`src/rtl/mul_share_arb.sv`:
```
// Round-robin arbiter in front of one shared pipelined unsigned multiplier.
// Each result returns LATENCY non-stalled edges after acceptance, tagged with its requester.
module mul_share_arb #(
  parameter int unsigned NREQ    = 4,
  parameter int unsigned W       = 32,
  parameter int unsigned LATENCY = 3
) (
  input  logic                 clk,
  input  logic                 resetq,
  input  logic                 stall,
  input  logic [NREQ-1:0]      req_valid,
  output logic [NREQ-1:0]      req_ready,
  input  logic [NREQ*W-1:0]    req_a,
  input  logic [NREQ*W-1:0]    req_b,
  output logic [NREQ-1:0]      rsp_valid,
  output logic [2*W-1:0]       rsp_p,
  output logic                 busy
);

  localparam int unsigned TW = $clog2(NREQ);
  localparam int unsigned PW = 2 * W;
  localparam int unsigned AW = $clog2(NREQ * W);

  logic [TW-1:0]      r_ptr;
  logic [TW-1:0]      w_gnt;
  logic [TW-1:0]      w_ptr_nxt;
  logic               w_found;
  logic               w_xfer;
  int unsigned        w_idx;
  logic [AW-1:0]      w_base;
  logic [W-1:0]       w_sel_a;
  logic [W-1:0]       w_sel_b;

  logic [LATENCY-1:0] r_vld;
  logic [LATENCY-1:0] w_vld_nxt;
  logic [TW-1:0]      r_tag    [LATENCY];
  logic [TW-1:0]      w_tag_in [LATENCY];
  logic [PW-1:0]      r_dat    [LATENCY];
  logic [PW-1:0]      w_dat_in [LATENCY];
  logic               r_busy;

  // First valid requester at or after the pointer, wrapping.
  always_comb begin
    w_found = 1'b0;
    w_gnt   = '0;
    w_idx   = 0;
    for (int unsigned off = 0; off < NREQ; off++) begin
      w_idx = 32'(r_ptr) + off;
      if (w_idx >= NREQ) w_idx = w_idx - NREQ;
      if (!w_found && req_valid[TW'(w_idx)]) begin
        w_found = 1'b1;
        w_gnt   = TW'(w_idx);
      end
    end
  end

  assign w_xfer    = w_found & ~stall;
  assign req_ready = w_xfer ? (NREQ'(1) << w_gnt) : '0;
  assign w_ptr_nxt = (w_gnt == TW'(NREQ - 1)) ? '0 : w_gnt + TW'(1);
  assign w_base    = AW'(32'(w_gnt) * W);
  assign w_sel_a   = req_a[w_base +: W];
  assign w_sel_b   = req_b[w_base +: W];

  // Stage 0 keeps raw operands; the multiply sits between stages 0 and 1 unless there is only one stage.
  generate
    if (LATENCY == 1) begin : g_lat1
      assign w_dat_in[0] = PW'(w_sel_a) * PW'(w_sel_b);
    end else begin : g_latn
      assign w_dat_in[0] = {w_sel_b, w_sel_a};
      assign w_dat_in[1] = PW'(r_dat[0][W-1:0]) * PW'(r_dat[0][PW-1:W]);
      for (genvar k = 2; k < LATENCY; k++) begin : g_cp
        assign w_dat_in[k] = r_dat[k-1];
      end
    end
  endgenerate

  always_comb begin
    w_vld_nxt   = r_vld;
    w_tag_in[0] = w_gnt;
    for (int unsigned k = 1; k < LATENCY; k++) w_tag_in[k] = r_tag[k-1];
    if (!stall) begin
      w_vld_nxt[0] = w_xfer;
      for (int unsigned k = 1; k < LATENCY; k++) w_vld_nxt[k] = r_vld[k-1];
    end
  end

  // Pipeline advances only when not stalled; payload loads only with a valid entry so rsp_p holds.
  always_ff @(posedge clk or negedge resetq) begin
    if (!resetq) begin
      r_ptr  <= '0;
      r_vld  <= '0;
      r_busy <= 1'b0;
      for (int unsigned k = 0; k < LATENCY; k++) begin
        r_tag[k] <= '0;
        r_dat[k] <= '0;
      end
    end else begin
      r_vld  <= w_vld_nxt;
      r_busy <= |w_vld_nxt;
      if (w_xfer) r_ptr <= w_ptr_nxt;
      if (!stall) begin
        for (int unsigned k = 0; k < LATENCY; k++) begin
          if (w_vld_nxt[k]) begin
            r_tag[k] <= w_tag_in[k];
            r_dat[k] <= w_dat_in[k];
          end
        end
      end
    end
  end

  assign rsp_valid = (r_vld[LATENCY-1] && !stall) ? (NREQ'(1) << r_tag[LATENCY-1]) : '0;
  assign rsp_p     = r_dat[LATENCY-1];
  assign busy      = r_busy;

endmodule

```
`config.mk`:
```
export PLATFORM = sky130hd
export DESIGN_NAME = mul_share_arb
export DESIGN_NICKNAME = d
export VERILOG_FILES = /design/src/rtl/mul_share_arb.sv
export SDC_FILE = /design/constraint.sdc
export NUM_CORES = 2
export LEC_CHECK = 0
export CAP_MARGIN = 20
export CORE_MARGIN = 5
export CORE_UTILIZATION = 45
export CTS_CLUSTER_DIAMETER = 40
export DETAILED_ROUTE_END_ITERATION = 10
export PLACE_DENSITY = 0.62
export SLEW_MARGIN = 30
export SYNTH_ARGS = -nofsm -noshare
export SYNTH_HDL_FRONTEND = slang
export SYNTH_SLANG_ARGS = --single-unit
```
`constraint.sdc`:
```
create_clock -name clk -period 8.28 [get_ports clk]
set_input_delay 1.656 -clock clk [delete_from_list [all_inputs] [get_ports clk]]
set_output_delay 1.656 -clock clk [all_outputs]
set_load 0.05 [all_outputs]
```
==> flow_summary_export.csv <==
group,metric,value,unit
status,status,"finished clean",
route,wirelength,126000,µm
route,top_layer,"met5",
worst_setup_path,cpMaxStageDelayCell,"dfrtp_1",
floorplan,core_area,95200,µm²
worst_setup_path,cp_num_cells,23,
place,numPortBuffers,335,
route,drtPass1Iterations,7,
worst_setup_path,path_delay_family,"adder cells",
flow_run,drv_cap,0,
sta,clock_skew,22.8,ps
sta,setup_viol,0,
worst_setup_path,slowest_delay,760,ps
route,drc,0,
min_path,hold_path_class,"reg2reg",
sta,maxSlewViolCount,0,
sta,fmax,0.126,GHz
min_path,min_to,"r_tag[2]",
worst_setup_path,cp-start-kind,"flip-flop",
cts,cts_max_path_buffers,3,
cts,post-cts-setup-buffer-count,0,
global_route,grt_antenna_before_repair,5,
global_route,grt-ovfl-total,0,
route,wl_met2,64800,µm
place,dpl_cell_area,47400,µm²
cts,ctsHoldBuffers,0,
sta,period_needed,7930,ps
worst_setup_path,cp_num_buf_inv,3,
sta,hold_viol,0,
logic_synthesis,synth_edf_count,0,
cts,clk_latency,570,ps
cts,cts_max_level,2,
route,antenna_left,0,
cts,tritoncts,"done",
cts,clock_sinks,204,
cts,cts_buffers,47,
logic_synthesis,yosysWarnings,0,
logic_synthesis,synth_flop_cell,"dfrtp_1",
finish,syn2layout_area_growth,13.5,%
floorplan,rows,113,
min_path,hp-start,"r_tag[2]",
finish,stdcell_count,6302,
route,wl_met3,6380,µm
global_route,grt_pass1_wl,197000,µm
route,wl_per_cell,20.0,µm
sta,fin_ws,350,ps
place,gp_congestion,0.886,
route,drt-initial-drc-count,2162,
sta,relSlewSlack,35.7,%
route,m1WireLength,49300,µm
route,vias_per_cell,5.16,
worst_setup_path,cp.required,8750,ps
worst_setup_path,path_cells,"nand2_1 > fa_1 > fa_1 > fa_1 > fa_1 > inv_1 > fa_1 > inv_1 > fa_1 > fa_1 > fa_1 > inv_1 > ha_1 > nand4_1 > or2_0 > o22ai_1 > nor3_1 > a211oi_2 > o21bai_2 > a211o_2 > a21oi_1 > nor3_1 > o31ai_1",
route,via_count,32500,
place,place_ws,258,ps
worst_setup_path,worstReg2RegEnd,"r_dat[113]",
sta,period_share,95.8,%
worst_setup_path,worstSetupStartpoint,"r_dat[149]",
sta,tightest_slew,965,ps
finish,final_nets,6421,
cts,clock-root-buffer,"clkbuf_16",
floorplan,die_area,102000,µm²
floorplan,chipHeight,320,µm
worst_setup_path,r2r_slack,350,ps
logic_synthesis,postSynthCellCount,4846,
place,hpwl,105000,µm
finish,drive_above_1_share,6.28,%
worst_setup_path,crit_fanout,17,
logic_synthesis,synth-seq-cells,204,
worst_setup_path,crit_type,"reg2reg",
worst_setup_path,crit_arrival,8400,ps
logic_synthesis,synth_area,43200,µm²
floorplan,io_pins,336,
worst_setup_path,r2r_cells,23,
finish,fin_area,49000,µm²
global_route,grt_max_degree,99,
floorplan,initial_core_util,45.4,%
worst_setup_path,cp-end-kind,"flip-flop",
min_path,hold_depth,2,
logic_synthesis,seq_area_frac_synth,11.8,%
cts,cts_resized,0,
place,dp.cells,6211,
sta,setup_tns,0,ps
logic_synthesis,ys_async_sr_fraction,100,%
global_route,grt_pass1_vias,34100,
worst_setup_path,r2r-start,"r_dat[149]",
floorplan,die_x,320,µm
sta,rsz0062_at_grt,"no",
logic_synthesis,syn_nets,6272,
cts,clk_pin_slew,60,ps
logic_synthesis,avgSynthCellArea,8.92,µm²
worst_setup_path,cpMostUsedCell,"fa_1",
global_route,track_usage,24.6,%
logic_synthesis,synth_cell_types,71,
==> cell families after synthesis <==
group	count (synthesis)	share of synthesized area (%)
and+or+nand+nor	1713	18.8
buffers and inverters	1229	11.6
adders and majority gates	1163	49.2
AOI/OAI and AO/OA	413	5.68
DFF	204	11.8
muxes	68	1.77
xor gates and xnor gates	56	1.14
==> metal layers <==
metal / global-route usage (%) / up-vias
li1: - / 14700
met1: 31.7 / 16700
met2: 43.1 / 895
met3: 3.35 / 235
met4: 8.29 / 2
met5: 0 / -
==> sequential cells by signal (all words and copies together) (netlist names) <==
register,cells
busy,1
r_dat,128
r_ptr,2
r_tag,6
r_vld,3
rsp_p,64
==> synth_stat cells, drive strengths merged (2+ instances only) <==
library cell	instances	area, µm²
a211o	3	27.5
a211oi	9	87.6
a21boi	10	75.1
a21o	39	294
a21oi	71	370
a221o	3	30.0
a221oi	2	17.5
a31oi	8	62.6
and2	568	3550
and3	7	45.1
buf	79	561
bufbuf	2	65.1
clkbuf	272	1060
clkdlybuf4s15	2	21.3
dfrtp	204	5100
fa	896	17900
ha	267	3340
inv	873	3280
mux2	66	743
mux2i	2	20.0
nand2	781	2940
nand2b	5	31.3
nand3	77	385
nand4	20	125
nor2	225	845
nor2b	3	18.8
nor3	10	50.1
nor3b	2	15.0
o211ai	3	22.5
o21a	10	75.1
o21ai	222	1110
o21bai	8	63.8
o221ai	5	43.8
o22ai	2	12.5
o311ai	2	17.5
o31ai	11	96.3
or2	6	37.5
or3	4	25.0
or4	3	30.0
xnor2	40	350
xor2	16	140
==> worst min-delay path, stage by stage (launching register included) <==
cell and delay [ps]:
dfrtp_1 340, nand2_1 50, nand2_1 50
==> layout make-up <==
cell class	instances	area [µm²]
well taps	1265	1580
clock inverters	33	318
multi-input cells	3413	33200
repair buffers	456	4300
clock buffers	55	1280
flip-flops and latches	204	5120
inverters	873	3280
diodes	3	7.51
fillers	9045	46100
==> worst max path at each step <==
stage / slack (ps) / endpoint
floorplan: 1170 / r_dat[127]
global placement: 330 / r_dat[125]
detailed placement: 260 / r_dat[125]
CTS: 270 / r_dat[125]
global route: 9 / r_dat[125]
finish: 350 / r_dat[113]
==> placed cells by master (no fill, tap or decap), drive strengths merged, types with 16 or more instances in the layout <==
master / netlist / layout
fa: 896 / 896
inv: 873 / 885
nand2: 781 / 781
and2: 568 / 568
clkdlybuf4s50: 0 / 334
ha: 267 / 267
nor2: 225 / 225
o21ai: 222 / 222
dfrtp: 204 / 204
buf: 79 / 122
nand3: 77 / 77
a21oi: 71 / 71
mux2: 66 / 66
clkbuf: 272 / 55
xnor2: 40 / 40
a21o: 39 / 39
nand4: 20 / 20
xor2: 16 / 16
==> stage by stage <==
step | utilization, % | hold WS [ps]
global placement | 49.8 | 457
floorplan | - | 438
global route | 51.5 | 498
detailed placement | 49.8 | 464
finish | 51.5 | 475
CTS | 51.5 | 478
Power is not shown: default switching activity piles up to over one toggle a cycle in this logic, so the estimate is an artifact.
